### config.mk
export PLATFORM = sky130hd
export DESIGN_NAME = hw_accel_dma_stream_engine_flat
export DESIGN_NICKNAME = d
export VERILOG_FILES = /design/src/rtl/hw_accel_dma_stream_engine_if.sv /design/src/rtl/hw_accel_dma_stream_engine.sv /design/src/flat_wrapper.sv
export SDC_FILE = /design/constraint.sdc
export NUM_CORES = 1
export LEC_CHECK = 0
export ABC_AREA = 1
export BUFFER_PORTS_ARGS = -buffer_cell sky130_fd_sc_hd__buf_2
export CAP_MARGIN = 20
export CORE_MARGIN = 3
export CORE_UTILIZATION = 59
export DETAILED_ROUTE_END_ITERATION = 10
export PLACE_DENSITY_LB_ADDON = 0.15
export SLEW_MARGIN = 20
export SYNTH_ARGS = -nofsm -noshare
export SYNTH_HDL_FRONTEND = slang
export SYNTH_SLANG_ARGS = --single-unit
### constraint.sdc
create_clock -name clk -period 9.3 [get_ports clk]
set_input_delay 1.86 -clock clk [delete_from_list [all_inputs] [get_ports clk]]
set_output_delay 1.86 -clock clk [all_outputs]
set_load 0.05 [all_outputs]
### src/rtl/hw_accel_dma_stream_engine_if.sv
// Stream bundle between the DMA-side engine and the accelerator.
// master: engine (MM2S source, S2MM sink); slave: accelerator.
interface hw_accel_dma_stream_engine_if #(
  parameter int DATA_WIDTH = 32
);
  logic                    dma_rready;
  logic                    dma_rvalid;
  logic [DATA_WIDTH/8-1:0] dma_rkeep;
  logic [DATA_WIDTH-1:0]   dma_rdata;
  logic                    dma_wready;
  logic                    dma_wvalid;
  logic                    dma_wlast;
  logic [DATA_WIDTH-1:0]   dma_wdata;

  modport master (
    input  dma_rready,
    output dma_rvalid,
    output dma_rkeep,
    output dma_rdata,
    output dma_wready,
    input  dma_wvalid,
    input  dma_wlast,
    input  dma_wdata
  );

  modport slave (
    output dma_rready,
    input  dma_rvalid,
    input  dma_rkeep,
    input  dma_rdata,
    input  dma_wready,
    output dma_wvalid,
    output dma_wlast,
    output dma_wdata
  );
endinterface

### src/rtl/hw_accel_dma_stream_engine.sv
// Frame source/sink endpoint for accelerator bring-up.
// Ports: clk/rst, start, wr_stall, status, dma bundle, counters/errors.
module hw_accel_dma_stream_engine #(
  parameter int DATA_WIDTH          = 32,
  parameter int FRAME_WIDTH         = 640,
  parameter int FRAME_HEIGHT        = 480,
  parameter int DMA_TRANSFER_LENGTH = 1920,
  parameter int TIMEOUT_CYCLES      = 1048576
) (
  input  logic clk,
  input  logic rst,
  input  logic start,
  input  logic wr_stall,
  output logic hw_accel_dma_init_done,
  output logic busy,
  output logic done,
  hw_accel_dma_stream_engine_if.master dma,
  output logic [31:0] rd_count,
  output logic [31:0] wr_count,
  output logic [31:0] wr_checksum,
  output logic [7:0]  frame_seq,
  output logic        err_wlast,
  output logic        err_timeout
);

  localparam int KW = DATA_WIDTH / 8;
  localparam logic [31:0] TOTAL =
    32'(FRAME_WIDTH * FRAME_HEIGHT);
  localparam logic [31:0] BURST_LAST =
    32'(DMA_TRANSFER_LENGTH - 1);
  localparam logic [31:0] TO_MAX =
    32'(TIMEOUT_CYCLES - 1);

  typedef enum logic [1:0] {
    IDLE,
    RUN,
    DONE
  } state_t;

  state_t state_q, state_d;

  logic [31:0] rd_q, rd_d;
  logic [31:0] wr_q, wr_d;
  logic [31:0] sum_q, sum_d;
  logic [31:0] burst_q, burst_d;
  logic [31:0] wd_q, wd_d;
  logic [7:0]  seq_q, seq_d;
  logic        errl_q, errl_d;
  logic        errt_q, errt_d;
  logic        busy_q, busy_d;
  logic        init_q, init_d;
  logic        done_q, done_d;
  logic        rvalid_q, rvalid_d;
  logic [KW-1:0]         rkeep_q, rkeep_d;
  logic [DATA_WIDTH-1:0] rdata_q, rdata_d;

  logic wready;
  logic rd_hs;
  logic wr_hs;
  logic last_exp;

  // wready is the only combinational output
  assign wready = (state_q == RUN) && !wr_stall
                && (wr_q < TOTAL);
  assign rd_hs    = rvalid_q && dma.dma_rready;
  assign wr_hs    = dma.dma_wvalid && wready;
  assign last_exp = (burst_q == BURST_LAST);

  always_comb begin
    state_d = state_q;
    rd_d    = rd_q;
    wr_d    = wr_q;
    sum_d   = sum_q;
    burst_d = burst_q;
    wd_d    = wd_q;
    seq_d   = seq_q;
    errl_d  = errl_q;
    errt_d  = errt_q;
    unique case (state_q)
      IDLE: begin
        if (start) begin
          state_d = RUN;
          rd_d    = '0;
          wr_d    = '0;
          sum_d   = '0;
          burst_d = '0;
          wd_d    = '0;
          errl_d  = 1'b0;
          errt_d  = 1'b0;
        end
      end
      RUN: begin
        if (rd_hs) rd_d = rd_q + 32'd1;
        if (wr_hs) begin
          wr_d    = wr_q + 32'd1;
          sum_d   = sum_q + dma.dma_wdata[31:0];
          burst_d = last_exp ? '0 : burst_q + 32'd1;
          if (dma.dma_wlast != last_exp) errl_d = 1'b1;
        end
        if (rd_hs || wr_hs) wd_d = '0;
        else                wd_d = wd_q + 32'd1;
        // completion wins over a coincident watchdog trip
        if (rd_d == TOTAL && wr_d == TOTAL) begin
          state_d = DONE;
        end else if (!(rd_hs || wr_hs) && wd_d == TO_MAX) begin
          errt_d  = 1'b1;
          state_d = DONE;
        end
      end
      DONE: begin
        state_d = IDLE;
        seq_d   = seq_q + 8'd1;
      end
      default: state_d = IDLE;
    endcase

    // registered outputs follow the next state
    busy_d   = (state_d != IDLE);
    init_d   = (state_d == RUN);
    done_d   = (state_d == DONE);
    rvalid_d = (state_d == RUN) && (rd_d < TOTAL);
    rkeep_d  = {KW{rvalid_d}};
    rdata_d  = rdata_q;
    if (state_d == RUN)
      rdata_d = DATA_WIDTH'({seq_q, rd_d[23:0]});
  end

  always_ff @(posedge clk or posedge rst) begin
    if (rst) begin
      state_q  <= IDLE;
      rd_q     <= '0;
      wr_q     <= '0;
      sum_q    <= '0;
      burst_q  <= '0;
      wd_q     <= '0;
      seq_q    <= '0;
      errl_q   <= 1'b0;
      errt_q   <= 1'b0;
      busy_q   <= 1'b0;
      init_q   <= 1'b0;
      done_q   <= 1'b0;
      rvalid_q <= 1'b0;
      rkeep_q  <= '0;
      rdata_q  <= '0;
    end else begin
      state_q  <= state_d;
      rd_q     <= rd_d;
      wr_q     <= wr_d;
      sum_q    <= sum_d;
      burst_q  <= burst_d;
      wd_q     <= wd_d;
      seq_q    <= seq_d;
      errl_q   <= errl_d;
      errt_q   <= errt_d;
      busy_q   <= busy_d;
      init_q   <= init_d;
      done_q   <= done_d;
      rvalid_q <= rvalid_d;
      rkeep_q  <= rkeep_d;
      rdata_q  <= rdata_d;
    end
  end

  assign dma.dma_rvalid = rvalid_q;
  assign dma.dma_rkeep  = rkeep_q;
  assign dma.dma_rdata  = rdata_q;
  assign dma.dma_wready = wready;

  assign hw_accel_dma_init_done = init_q;
  assign busy        = busy_q;
  assign done        = done_q;
  assign rd_count    = rd_q;
  assign wr_count    = wr_q;
  assign wr_checksum = sum_q;
  assign frame_seq   = seq_q;
  assign err_wlast   = errl_q;
  assign err_timeout = errt_q;

endmodule
### src/flat_wrapper.sv
// flat-port wrapper written by rule: the top's interface ports become plain ports
module hw_accel_dma_stream_engine_flat 
#(
  parameter int DATA_WIDTH          = 32,
  parameter int FRAME_WIDTH         = 640,
  parameter int FRAME_HEIGHT        = 480,
  parameter int DMA_TRANSFER_LENGTH = 1920,
  parameter int TIMEOUT_CYCLES      = 1048576
)
  (clk, rst, start, wr_stall, hw_accel_dma_init_done, busy, done, rd_count, wr_count, wr_checksum, frame_seq, err_wlast, err_timeout, dma_dma_rready, dma_dma_rvalid, dma_dma_rkeep, dma_dma_rdata, dma_dma_wready, dma_dma_wvalid, dma_dma_wlast, dma_dma_wdata);
  hw_accel_dma_stream_engine_if #(.DATA_WIDTH(DATA_WIDTH)) dma_i ();
  input  logic clk;
  input  logic rst;
  input  logic start;
  input  logic wr_stall;
  output logic hw_accel_dma_init_done;
  output logic busy;
  output logic done;
  output logic [31:0] rd_count;
  output logic [31:0] wr_count;
  output logic [31:0] wr_checksum;
  output logic [7:0] frame_seq;
  output logic err_wlast;
  output logic err_timeout;
  input wire logic [$bits(dma_i.dma_rready)-1:0] dma_dma_rready;
  output wire logic [$bits(dma_i.dma_rvalid)-1:0] dma_dma_rvalid;
  output wire logic [$bits(dma_i.dma_rkeep)-1:0] dma_dma_rkeep;
  output wire logic [$bits(dma_i.dma_rdata)-1:0] dma_dma_rdata;
  output wire logic [$bits(dma_i.dma_wready)-1:0] dma_dma_wready;
  input wire logic [$bits(dma_i.dma_wvalid)-1:0] dma_dma_wvalid;
  input wire logic [$bits(dma_i.dma_wlast)-1:0] dma_dma_wlast;
  input wire logic [$bits(dma_i.dma_wdata)-1:0] dma_dma_wdata;
  assign dma_i.dma_rready = dma_dma_rready;
  assign dma_dma_rvalid = dma_i.dma_rvalid;
  assign dma_dma_rkeep = dma_i.dma_rkeep;
  assign dma_dma_rdata = dma_i.dma_rdata;
  assign dma_dma_wready = dma_i.dma_wready;
  assign dma_i.dma_wvalid = dma_dma_wvalid;
  assign dma_i.dma_wlast = dma_dma_wlast;
  assign dma_i.dma_wdata = dma_dma_wdata;
  hw_accel_dma_stream_engine #(.DATA_WIDTH(DATA_WIDTH), .FRAME_WIDTH(FRAME_WIDTH), .FRAME_HEIGHT(FRAME_HEIGHT), .DMA_TRANSFER_LENGTH(DMA_TRANSFER_LENGTH), .TIMEOUT_CYCLES(TIMEOUT_CYCLES)) u_core (.clk(clk), .rst(rst), .start(start), .wr_stall(wr_stall), .hw_accel_dma_init_done(hw_accel_dma_init_done), .busy(busy), .done(done), .dma(dma_i), .rd_count(rd_count), .wr_count(wr_count), .wr_checksum(wr_checksum), .frame_seq(frame_seq), .err_wlast(err_wlast), .err_timeout(err_timeout));
endmodule
# Yosys cells after proc, flatten, opt, wreduce, memory -nomap -nowiden
# Cells that the tools add are included.
# Widths: inputs -> output; s select.
# op_classes
mux,27
reduce_logical,17
order_cmp,2
n_addsub,6
n_eq_ne,14
# ops
operator,n
$mux 32,11
$pmux 32 s2,5
$add 32x1->32 const B,4
$eq 32x19->1 const B,2
$lt 32x19->1 const B,2
$add 32x32->32,1
$eq 32x11->1 const B,1
$eq 32x20->1 const B,1
$add 8x1->8 const B,1
$ne 2x2->1 const B,4
$reduce_and 4->1,2
$logic_and 1x1->1,7
$mux 2,3
$mux 1,5
$eq 2x1->1 const B,2
$eq 2x2->1 const B,2
$pmux 1 s2,2
$pmux 2 s2,1
$reduce_bool 2->1,2
$reduce_and 3->1,1
$logic_not 1->1,2
$logic_not 2->1,1
$ne 2x1->1 const B,1
$reduce_and 2->1,1
2 further kinds,2
# word_totals
output_inout_bits,147
ff_bits,209
wordCells,81

# Logic depth before layout (Yosys ltp)
# Gate-level depths: netlist of run 1.
# depth
ltp_word,14
ltp_mapped,21

# Worst setup path before layout of run 1
# No wires, ideal clock.
# synth_path
path_type,input port to output port
start,input port wr_stall
end,output port dma_dma_wready
arrival_ns,2.870
t_required_ns,7.440
slack_ns,4.570
cell_stages,5
path_buffers,0
path_cell_list,nor2_1 nand2_1 nor2_2 nand2_1 nor2_1
# synth_between
elab_chain_len,3
# synth_rtl
element,line,rtl
from (decl),flat_wrapper.sv:15,input logic wr_stall;
$logic_not 1->1,hw_accel_dma_stream_engine.sv:63,assign wready = (state_q == RUN) && !wr_stall
$logic_and 1x1->1,hw_accel_dma_stream_engine.sv:63,
$logic_and 1x1->1,hw_accel_dma_stream_engine.sv:64,&& (wr_q < TOTAL);
to (decl),flat_wrapper.sv:29,output wire logic [$bits(dma_i.dma_wready)-1:0] dma_dma_wready;
# Every way passes these cells.

# Worst setup path after layout of run 1
# Ends and elaborated chain as after synthesis.

==> results.sh, run 1 <==
export IMPL_outcome="completed"
export IMPL_critPathLaunch="wr_stall"
export IMPL_synth_cells=1967
export IMPL_cp_num_cells=7
export IMPL_vias_per_cell=5.791
export IMPL_synth_async_sr_flop_share_pct=100.0
export IMPL_start_util_pct=61.16
export IMPL_grt_antenna_before_repair=1
export IMPL_cts_tree="done"
export IMPL_post_cts_buffers=0
export IMPL_final_cells=2432
export IMPL_crit_required_ns=7.44
export IMPL_detail_route_antenna_nets=0
export IMPL_wl_mm=40.74
export IMPL_grt_overflow=0
export IMPL_min_period_over_period_pct=51.49
export IMPL_rr_endpoint="u_core.dma.dma_rdata[25]"
export IMPL_htree_levels=1
export IMPL_synth_edf_count=0
export IMPL_endpoint="dma_dma_wready"
export IMPL_setup_viol=0
export IMPL_wl_met1_mm=17.49
export IMPL_met3_length_mm=3.703
export IMPL_post_place_ws_ns=4.331
export IMPL_ir_worst_vdd_uv=123.8
export IMPL_rsz0062_at_grt="false"
export IMPL_grt_max_degree=140
export IMPL_crit_chain="buf_2 -> nor2_1 -> nand2_1 -> nor2_2 -> nand2_1 -> nor2_1 -> buf_2"
export IMPL_nNetsFinal=2210
export IMPL_nFillCells=1918
export IMPL_io_pins=186
export IMPL_clkPwrFrac_pct=53.1
export IMPL_combPwrFrac_pct=2.7
export IMPL_worst_pin_slew_ns=0.9284
export IMPL_topRoutingLayerUsed="met5"
export IMPL_dp_cells=2388
export IMPL_hold_path_class="register to register"
export IMPL_hold_viol_final=0
export IMPL_avgSynthCellArea_um2=6.932
export IMPL_met2_length_mm=18.20
export IMPL_cts_path_max_buffers=3
export IMPL_critPathBufInv=2
export IMPL_drv_slew=0
export IMPL_dieHeight_um=158.0
export IMPL_post_route_drc_count=0
export IMPL_cts_hold_buf=0
export IMPL_yosysWarnings=0
export IMPL_intPower_mw=1.601
export IMPL_max_cap_viol_count=0
export IMPL_power_total_mw=2.046
export IMPL_synthFlopType="dfrtp_1"
export IMPL_r2r_slack_ns=5.60
export IMPL_crit_family="simple AND/OR/NAND/NOR gates"
export IMPL_clock_latency_ns=0.54
export IMPL_slew_headroom_pct=38.11
export IMPL_grt_pass1_vias=13414
export IMPL_grt_usage_pct=32.19
export IMPL_crit_slowest_cell="buf_2"
export IMPL_globalplace_congestion=1.002
export IMPL_root_buffer="clkbuf_16"
export IMPL_criticalPathCategory="input pin to primary output"
export IMPL_area_growth_pct=14.61
export IMPL_core_area_um2=22300
export IMPL_fin_skew_ns=0.02578
export IMPL_fp_dieW_um=158.0
export IMPL_powerDensity_nw_per_um2=130.9
export IMPL_critPathCaptureType="primary output"
export IMPL_swShare_pct=21.77
export IMPL_clock_sinks=208
export IMPL_cp_start_kind="input pin"
export IMPL_port_buffers=185
export IMPL_std_cell_rows=54
export IMPL_dp_hpwl_mm=29.85
export IMPL_crit_arrival_ns=2.93
export IMPL_vias=14083
export IMPL_ys_seq_elements=208
export IMPL_cp_max_fo=3
export IMPL_drtPass1Iterations=8
export IMPL_drive_gt1_share_pct=13.01
export IMPL_cpPeakStageDelay_ns=0.33
export IMPL_clock_fmax_mhz=208.8
export IMPL_drt_first_iter_violations=1272
export IMPL_antennaDiodeCount=0
export IMPL_p_switching_mw=0.4453
export IMPL_synth_cell_types=49
export IMPL_path_clk_slew_ns=0.06
export IMPL_grt_pass1_wl_mm=65.85
export IMPL_synth_nets=2043
export IMPL_avgRoutedWirePerCell_um=16.75
export IMPL_dieArea_um2=24970
export IMPL_whs_ns=0.4916
export IMPL_r2r_cells=18
export IMPL_synth_seq_area_share_pct=38.17
export IMPL_fin_tns_setup_ns=0
export IMPL_seq_power_share_pct=44.2
export IMPL_cts_made_buffers=24
export IMPL_post_cts_resize_count=0
export IMPL_r2r_start="u_core.wr_count[29]"
export IMPL_p_leak_nw=8.294
export IMPL_synth_area_um2=13640
export IMPL_min_period_ns=4.788
export IMPL_layout_setup_ws_ns=4.512
per-layer routing:
metal,GRT usage [%],vias to the layer above
li1,-,6810
met1,43.98,6469
met2,51.90,681
met3,5.385,121
met4,11.88,2
met5,0,-
Yosys cell counts, types with 2 or more instances:
| cell type | count | area (um^2) |
|---|---|---|
| a21o_1 | 9 | 67.56 |
| o21a_1 | 8 | 60.06 |
| nand2_2 | 3 | 18.77 |
| ha_1 | 36 | 450.4 |
| nand2_4 | 3 | 33.78 |
| and3_1 | 2 | 12.51 |
| nand3_2 | 2 | 20.02 |
| o22ai_1 | 49 | 306.5 |
| a22oi_1 | 2 | 15.01 |
| buf_6 | 6 | 67.56 |
| inv_2 | 8 | 30.03 |
| clkbuf_1 | 30 | 112.6 |
| nor4_1 | 15 | 93.84 |
| nor2_2 | 11 | 68.82 |
| nand4_1 | 45 | 281.5 |
| buf_4 | 6 | 45.04 |
| a22o_1 | 5 | 43.79 |
| nand2_1 | 542 | 2034 |
| o21bai_1 | 2 | 15.01 |
| nor3b_1 | 4 | 30.03 |
| o21ai_1 | 8 | 40.04 |
| nor2_1 | 253 | 949.7 |
| a32o_1 | 7 | 70.07 |
| xnor2_1 | 4 | 35.03 |
| dfrtp_1 | 208 | 5205 |
| o31ai_1 | 9 | 67.56 |
| nand3b_1 | 5 | 37.54 |
| or2_2 | 9 | 56.30 |
| inv_1 | 231 | 867.1 |
| a221oi_1 | 2 | 17.52 |
| buf_1 | 5 | 18.77 |
| o21ai_0 | 82 | 410.4 |
| nand3_1 | 146 | 730.7 |
| buf_2 | 4 | 20.02 |
| a31oi_1 | 6 | 37.54 |
| nor2_4 | 4 | 45.04 |
| xor2_1 | 49 | 429.2 |
| nor3_1 | 50 | 250.2 |
| a21oi_1 | 85 | 425.4 |
| a211oi_1 | 3 | 22.52 |
placed cells by master, fill, tap and decap left out, drive strengths merged, types with 4 or more instances in the layout:
cell type | netlist | final
a21o | 9 | 9
a21oi | 85 | 85
a22o | 5 | 5
a31oi | 6 | 6
a32o | 7 | 7
buf | 21 | 192
bufinv | 0 | 7
clkbuf | 30 | 26
clkinv | 1 | 8
dfrtp | 208 | 208
ha | 36 | 36
inv | 239 | 240
nand2 | 548 | 548
nand3 | 149 | 149
nand3b | 5 | 5
nand4 | 46 | 46
nor2 | 268 | 268
nor3 | 51 | 51
nor3b | 4 | 4
nor4 | 15 | 15
o21a | 8 | 8
o21ai | 90 | 90
o22ai | 49 | 49
o31ai | 9 | 9
or2 | 9 | 9
xnor2 | 4 | 4
xor2 | 49 | 49
state kept, by name (all words and copies together), names as in the netlist, 2 cells and up:
name and flops:
u_core.burst_q 32, u_core.dma.dma_rdata 32, u_core.frame_seq 8, u_core.rd_count 32, u_core.state_q 2, u_core.wd_q 32, u_core.wr_checksum 32, u_core.wr_count 32
stage by stage:
step | utilization, % | area [um^2]
after detailed placement | 65.98 | 14710
final | 70.09 | 15630
after global placement | 65.98 | 14710
after CTS | 70.09 | 15630
after global routing | 70.09 | 15630
after floorplan | - | 13640
tightest hold or removal path, stage by stage (launching register included):
cell and delay [ns]:
dfrtp_1 0.34, a21oi_1 0.04, nor2_1 0.07
cells by family (layout without fill, tap and decap cells):
family,count (synthesis),count (layout),share of synthesized area (%)
xor+xnor,53,53,3.404
buf+inv,291,476,8.543
flops,208,208,38.17
simple gates,1099,1099,34.58
compound gates,279,279,11.85
fa+ha+maj,37,37,3.450
power by group through the flow:
stage / Clock [mW] / Combinational (mW) / Sequential [mW]
2_1_floorplan: 0 / 0.0357 / 0.922
3_3_place_gp: 0 / 0.0548 / 0.922
3_5_place_dp: 0 / 0.0557 / 0.922
4_1_cts: 1.10 / 0.0560 / 0.905
5_1_grt: 1.14 / 0.0629 / 0.904
6_report: 1.09 / 0.0550 / 0.905
layout make-up:
class	count	area, um^2	area share [%]
Clock buffer	26	618.1	3.955
Clock inverter	18	299.0	1.914
Sequential cell	208	5205	33.31
Multi-Input combinational cell	1468	7268	46.51
Timing Repair Buffer	192	978.4	6.261
Tap cell	280	350.3	2.242
Inverter	240	908.4	5.813
worst min-delay path by stage:
stage	startpoint	to	slack, ns	cells after the start
floorplan	u_core.wd_q[1]	u_core.wd_q[1]	0.49	1
global placement	u_core.err_timeout	u_core.err_timeout	0.46	2
detailed placement	u_core.err_wlast	u_core.err_wlast	0.48	2
CTS	u_core.err_wlast	u_core.err_wlast	0.49	2
global route	u_core.wr_checksum[20]	u_core.wr_checksum[20]	0.52	2
finish	u_core.err_wlast	u_core.err_wlast	0.49	2
Note: power is estimated with default switching activity, not from simulation.
==> run 2: changes to the inputs <==
--- a/config.mk
+++ b/config.mk
@@ -5,7 +5,7 @@
 export SDC_FILE = /design/constraint.sdc
 export NUM_CORES = 1
 export LEC_CHECK = 0
-export ABC_AREA = 1
+export ABC_AREA = 0
 export BUFFER_PORTS_ARGS = -buffer_cell sky130_fd_sc_hd__buf_2
 export CAP_MARGIN = 20
 export CORE_MARGIN = 3
==> constraint.sdc (replaced) <==
create_clock -name clk -period 4.62 [get_ports clk]
set_input_delay 0.924 -clock clk [delete_from_list [all_inputs] [get_ports clk]]
set_output_delay 0.924 -clock clk [all_outputs]
set_load 0.05 [all_outputs]
==> run 2 against run 1 <==
Against the previous run: count of clock-buffer cells in the layout is 7 higher; routed wire length is 11% lower; flip-flop and latch count stayed put; non-clock buffer count is 20 higher; area after synthesis is 3.4% lower; final area is 4.1% lower; clock power is 68% higher; synthesized cell count is 25% lower; setup slack worse by 4.0 ns; global-route usage is 3.0 points lower.
==> results.sh, run 2 <==
export IMPL_outcome="completed"
export IMPL_synth_cells=1472
export IMPL_synth_top_area_share_pct=39.52
export IMPL_cts_made_buffers=24
export IMPL_post_cts_buffers=0
export IMPL_post_route_drc_count=0
export IMPL_dp_hpwl_mm=25.46
export IMPL_synthFlopType="dfrtp_1"
export IMPL_grt_antenna_before_repair=0
export IMPL_fin_skew_ns=0.01497
export IMPL_fp_dieW_um=155.4
export IMPL_cts_tree="done"
export IMPL_detail_route_antenna_nets=0
export IMPL_post_cts_resize_count=0
export IMPL_drtPass1Iterations=6
export IMPL_critPathLaunch="u_core.rd_count[0]"
export IMPL_worst_pin_slew_ns=0.9878
export IMPL_grt_max_degree=136
export IMPL_avgSynthCellArea_um2=8.948
export IMPL_synth_edf_count=0
export IMPL_vias_per_cell=6.286
export IMPL_r2r_cells=11
export IMPL_hold_path_class="register to register"
export IMPL_clock_sinks=208
export IMPL_p_leak_nw=6.896
export IMPL_layout_setup_ws_ns=0.4635
export IMPL_drive_gt1_share_pct=19.57
export IMPL_criticalPathCategory="register to register"
export IMPL_path_clk_slew_ns=0.06
export IMPL_nNetsFinal=1698
export IMPL_post_dp_cell_area_um2=14240
export IMPL_cts_path_max_buffers=3
export IMPL_endpoint="u_core.dma.dma_rdata[29]"
export IMPL_layout_common_cells="208 x dfrtp_1, 185 x buf_2, 160 x nand2_1, 138 x o21ai_0, 102 x nor2_1"
export IMPL_r2r_slack_ns=0.46
export IMPL_antennaDiodeCount=0
export IMPL_r2r_start="u_core.rd_count[0]"
export IMPL_grt_usage_pct=29.15
export IMPL_powerDensity_nw_per_um2=431.8
export IMPL_port_buffers=185
export IMPL_max_cap_viol_count=0
export IMPL_rr_endpoint="u_core.dma.dma_rdata[29]"
export IMPL_synth_async_sr_flop_share_pct=100.0
export IMPL_avgRoutedWirePerCell_um=18.96
export IMPL_grt_pass1_vias=11310
export IMPL_start_util_pct=60.17
export IMPL_critPathCaptureType="register"
export IMPL_min_period_ns=4.157
export IMPL_min_period_over_period_pct=89.97
export IMPL_root_buffer="clkbuf_16"
export IMPL_clock_latency_ns=0.52
export IMPL_ys_seq_elements=208
export IMPL_dieArea_um2=24150
export IMPL_std_cell_rows=54
export IMPL_synth_nets=1548
export IMPL_post_place_ws_ns=0.2090
export IMPL_synth_area_um2=13170
export IMPL_yosysWarnings=0
export IMPL_core_area_um2=21890
export IMPL_synth_seq_area_share_pct=39.52
export IMPL_synth_cell_types=91
export IMPL_area_growth_pct=13.81
export IMPL_io_pins=186
export IMPL_rsz0062_at_grt="false"
export IMPL_wl_mm=36.31
export IMPL_hold_viol_final=0
export IMPL_vias=12038
export IMPL_grt_pass1_wl_mm=58.62
export IMPL_cts_hold_buf=0
export IMPL_synth_area_leader_cell="dfrtp_1"
export IMPL_dieHeight_um=155.4
export IMPL_cp_max_fo=33
export IMPL_drt_first_iter_violations=952
export IMPL_ir_worst_vdd_uv=339.6
export IMPL_htree_levels=1
export IMPL_synthTopCellsByCount="208 x dfrtp_1, 160 x nand2_1, 138 x o21ai_0"
export IMPL_setup_viol=0
export IMPL_slew_headroom_pct=34.14
export IMPL_final_common_cell="dfrtp_1"
export IMPL_yosysMostFrequentCell="dfrtp_1"
export IMPL_cp_start_kind="register"
export IMPL_grt_overflow=0
export IMPL_globalplace_congestion=0.9524
export IMPL_design_area_um2=14990
export IMPL_crit_arrival_ns=4.55
export IMPL_fin_tns_setup_ns=0
export IMPL_clock_fmax_mhz=240.6
export IMPL_drv_slew=0
export IMPL_crit_required_ns=5.02
export IMPL_synthTopCellsByArea="dfrtp_1 40%, o21ai_0 5.2%, nand2_1 4.6%"
run 2: cell count changes after synthesis, moves of 28 or more:
cell	before	now
o22ai_1	49	4
and2_1	1	32
nor2_1	253	102
o21ai_0	82	138
xnor2_1	4	40
inv_1	231	26
nand3_1	146	86
nand2_1	542	160
o31ai_1	9	37
run 2: worst max-delay path, stage by stage, from the launching register on:
cell,delay (ns)
dfrtp_1,0.47
ha_1,0.27
and4_2,0.32
nand4_4,0.21
nor2_2,0.33
nand3_1,0.18
a211o_1,0.32
or4_1,0.51
or4_4,0.53
a31oi_4,0.21
buf_12,0.29
mux2_2,0.37
run 2: metrics by stage:
stage	util (%)	hold slack [ns]	total power [mW]	std cells
finish	68.48	0.4875	6.472	1915
global route	68.48	0.5159	6.828	1915
CTS	68.48	0.4943	6.496	1915
detailed placement	65.04	0.4855	4.646	1876
global placement	65.04	0.4790	4.595	1876
floorplan	-	0.4599	4.108	1472
run 2: worst min path at each step:
stage	start	end	slack, ns	depth (start not counted)
global route	u_core.frame_seq[7]	u_core.frame_seq[7]	0.52	1
detailed placement	u_core.frame_seq[7]	u_core.frame_seq[7]	0.49	1
finish	u_core.frame_seq[7]	u_core.frame_seq[7]	0.49	1
CTS	u_core.frame_seq[7]	u_core.frame_seq[7]	0.49	1
floorplan	u_core.wd_q[11]	u_core.wd_q[11]	0.46	1
global placement	u_core.err_wlast	u_core.err_wlast	0.48	2
run 2: area by class of cell:
| class | count | area [um^2] |
|---|---|---|
| Tap cell | 280 | 350.3 |
| Timing Repair Buffer | 212 | 1154 |
| Sequential cell | 208 | 5205 |
| Clock buffer | 33 | 695.7 |
| Multi-Input combinational cell | 1150 | 7427 |
| Clock inverter | 6 | 57.56 |
| Fill cell | 1825 | 6900 |
| Inverter | 26 | 101.3 |
run 2: logic make-up (layout without fill, tap and decap cells):
| logic type | Yosys count | count (layout) | synth area share [%] |
|---|---|---|---|
| adder cells (fa/ha/maj) | 37 | 37 | 3.572 |
| AND/OR/NAND/NOR | 608 | 608 | 24.61 |
| AO/OA/AOI/OAI | 376 | 376 | 17.98 |
| multiplexers | 47 | 47 | 4.693 |
| flip-flops | 208 | 208 | 39.52 |
| XOR/XNOR | 82 | 82 | 5.453 |
| buffers and inverters | 114 | 277 | 4.170 |
run 2: per-layer routing:
layer	track usage (%)	vias to the layer above	wire length, um	part of all wire (%)
met3	4.701	78	2561	7.1
met4	9.254	0	1074	3.0
li1	-	5726	-	-
met1	41.28	5788	15850	44
met5	0	-	0	0
met2	46.23	446	16830	46
run 2: power by group:
part	switching, mW	internal (mW)
sequential	0.213	2.02
combinational	1.63	0.784
clock	0.731	1.10
==> run 3: changes to the inputs <==
--- a/config.mk
+++ b/config.mk
@@ -8,10 +8,11 @@
 export ABC_AREA = 0
 export BUFFER_PORTS_ARGS = -buffer_cell sky130_fd_sc_hd__buf_2
 export CAP_MARGIN = 20
-export CORE_MARGIN = 3
+export CORE_MARGIN = 1
 export CORE_UTILIZATION = 59
 export DETAILED_ROUTE_END_ITERATION = 10
-export PLACE_DENSITY_LB_ADDON = 0.15
+export PLACE_DENSITY = 0.83
+export REMOVE_ABC_BUFFERS = 1
 export SLEW_MARGIN = 20
 export SYNTH_ARGS = -nofsm -noshare
 export SYNTH_HDL_FRONTEND = slang
==> run 3 against run 2 <==
Against the previous run: routed wire length decreased by 0.23%; sequential share of layout area about the same; clock power increased by 4%; clock skew fell by 0.0058 ns; critical endpoint unchanged.
==> results.sh, run 3 (synthesis results as in run 2) <==
export IMPL_io_pins=186
export IMPL_drtPass1Iterations=7
export IMPL_grt_pass1_wl_mm=57.65
export IMPL_area_growth_pct=13.94
export IMPL_max_cap_viol_count=0
export IMPL_fin_skew_ns=0.009161
export IMPL_path_clk_slew_ns=0.06
export IMPL_post_cts_resize_count=0
export IMPL_layout_setup_ws_ns=0.3526
export IMPL_setup_viol=0
export IMPL_vias=12199
export IMPL_hold_path_class="register to register"
export IMPL_fp_dieW_um=151.4
export IMPL_crit_slowest_cell="nor4_1"
export IMPL_rsz0062_at_grt="false"
export IMPL_dieArea_um2=22930
export IMPL_core_area_um2=21820
export IMPL_vias_per_cell=6.374
export IMPL_outcome="completed"
export IMPL_drt_first_iter_violations=878
export IMPL_cts_path_max_buffers=3
export IMPL_p_leak_nw=6.902
export IMPL_post_place_ws_ns=0.1655
export IMPL_port_buffers=185
export IMPL_grt_antenna_before_repair=1
export IMPL_power_total_mw=6.563
export IMPL_htree_levels=1
export IMPL_detail_route_antenna_nets=0
export IMPL_clock_fmax_mhz=234.3
export IMPL_start_util_pct=60.35
export IMPL_fin_util_pct=68.77
export IMPL_nFillCells=1718
export IMPL_powerDensity_nw_per_um2=437.3
export IMPL_worst_pin_slew_ns=0.9734
export IMPL_post_cts_buffers=0
export IMPL_critPathBufInv=1
export IMPL_post_dp_cell_area_um2=14230
export IMPL_clock_sinks=208
export IMPL_grt_max_degree=124
export IMPL_nNetsFinal=1695
export IMPL_grt_pass1_vias=11279
export IMPL_criticalPathCategory="register to register"
export IMPL_dp_hpwl_mm=25.62
export IMPL_std_cell_rows=54
export IMPL_min_period_ns=4.267
export IMPL_root_buffer="clkbuf_16"
export IMPL_drive_gt1_share_pct=19.53
export IMPL_slew_headroom_pct=34.76
export IMPL_globalplace_congestion=0.9509
export IMPL_cts_made_buffers=23
export IMPL_cp_start_kind="register"
export IMPL_critPathCaptureType="register"
export IMPL_grt_usage_pct=31.57
export IMPL_cpPeakStageDelay_ns=0.61
export IMPL_crit_arrival_ns=4.66
export IMPL_cp_max_fo=33
export IMPL_grt_overflow=0
export IMPL_clock_latency_ns=0.51
export IMPL_cts_tree="done"
export IMPL_ir_worst_vdd_uv=349.0
export IMPL_post_route_drc_count=0
export IMPL_drv_slew=0
export IMPL_crit_chain="nor3_1 -> nand4_1 -> nor4_1 -> xor2_1 -> a211o_1 -> or4_1 -> or4_4 -> a31oi_4 -> buf_12 -> mux2_2"
export IMPL_final_common_cell="dfrtp_1"
export IMPL_dieHeight_um=151.4
export IMPL_cts_hold_buf=0
export IMPL_crit_required_ns=5.01
export IMPL_design_area_um2=15010
export IMPL_layout_common_cells="208 x dfrtp_1, 185 x buf_2, 160 x nand2_1, 138 x o21ai_0, 102 x nor2_1"
export IMPL_crit_family="simple AND/OR/NAND/NOR gates"
export IMPL_hold_viol_final=0
export IMPL_avgRoutedWirePerCell_um=18.93
export IMPL_min_period_over_period_pct=92.37
export IMPL_wl_mm=36.23
run 3: layout make-up:
cell class	count	area, um^2	area share [%]
multi-input combinational	1150	7427	49.49
sequential	208	5205	34.68
timing repair buffer	210	1139	7.587
clock buffer	28	614.3	4.093
tap	280	350.3	2.334
clock inverter	11	165.2	1.100
inverter	26	105.1	0.7003
antenna	1	2.502	0.01667
run 3: path summary, 6_finish.rpt:
check                                         startpoint                       end  slack, ns  depth (start not counted)
worst max-delay path                 u_core.wr_count[23]  u_core.dma.dma_rdata[29]       0.35                         10
worst min-delay path            u_core.dma.dma_rdata[27]  u_core.dma.dma_rdata[27]       0.51                          1
worst max register to register       u_core.wr_count[23]  u_core.dma.dma_rdata[29]       0.35                         10
worst min register to register  u_core.dma.dma_rdata[27]  u_core.dma.dma_rdata[27]       0.51                          1
max in group asynchronous                            rst    u_core.wr_checksum[13]       3.15                          3
min in group asynchronous                            rst        u_core.burst_q[16]       0.58                          2
run 3: per-stage QoR:
stage | TNS, ns | cells | hold WS, ns
6_report | 0 | 1914 | 0.5072
5_1_grt | 0 | 1914 | 0.5231
4_1_cts | 0 | 1913 | 0.5103
3_5_place_dp | 0 | 1874 | 0.4864
3_3_place_gp | 0 | 1874 | 0.4821
2_1_floorplan | -451.34 | 1384 | 0.4599
run 3: power breakdown:
| group | leakage (nW) | internal (mW) | switching [mW] |
|---|---|---|---|
| clock network | 0.382 | 1.17 | 0.741 |
| registers | 2.82 | 2.02 | 0.217 |
| logic | 3.70 | 0.786 | 1.63 |
| total | 6.90 | 3.97 | 2.59 |
run 3: layer usage:
metal  share of wire [%]  track usage (%)  wire length [um]
met1                  43            43.07             15650
met2                  46            50.78             16790
met3                 6.7            4.729              2444
met4                 3.7            11.55              1352
met5                   0                0                 0
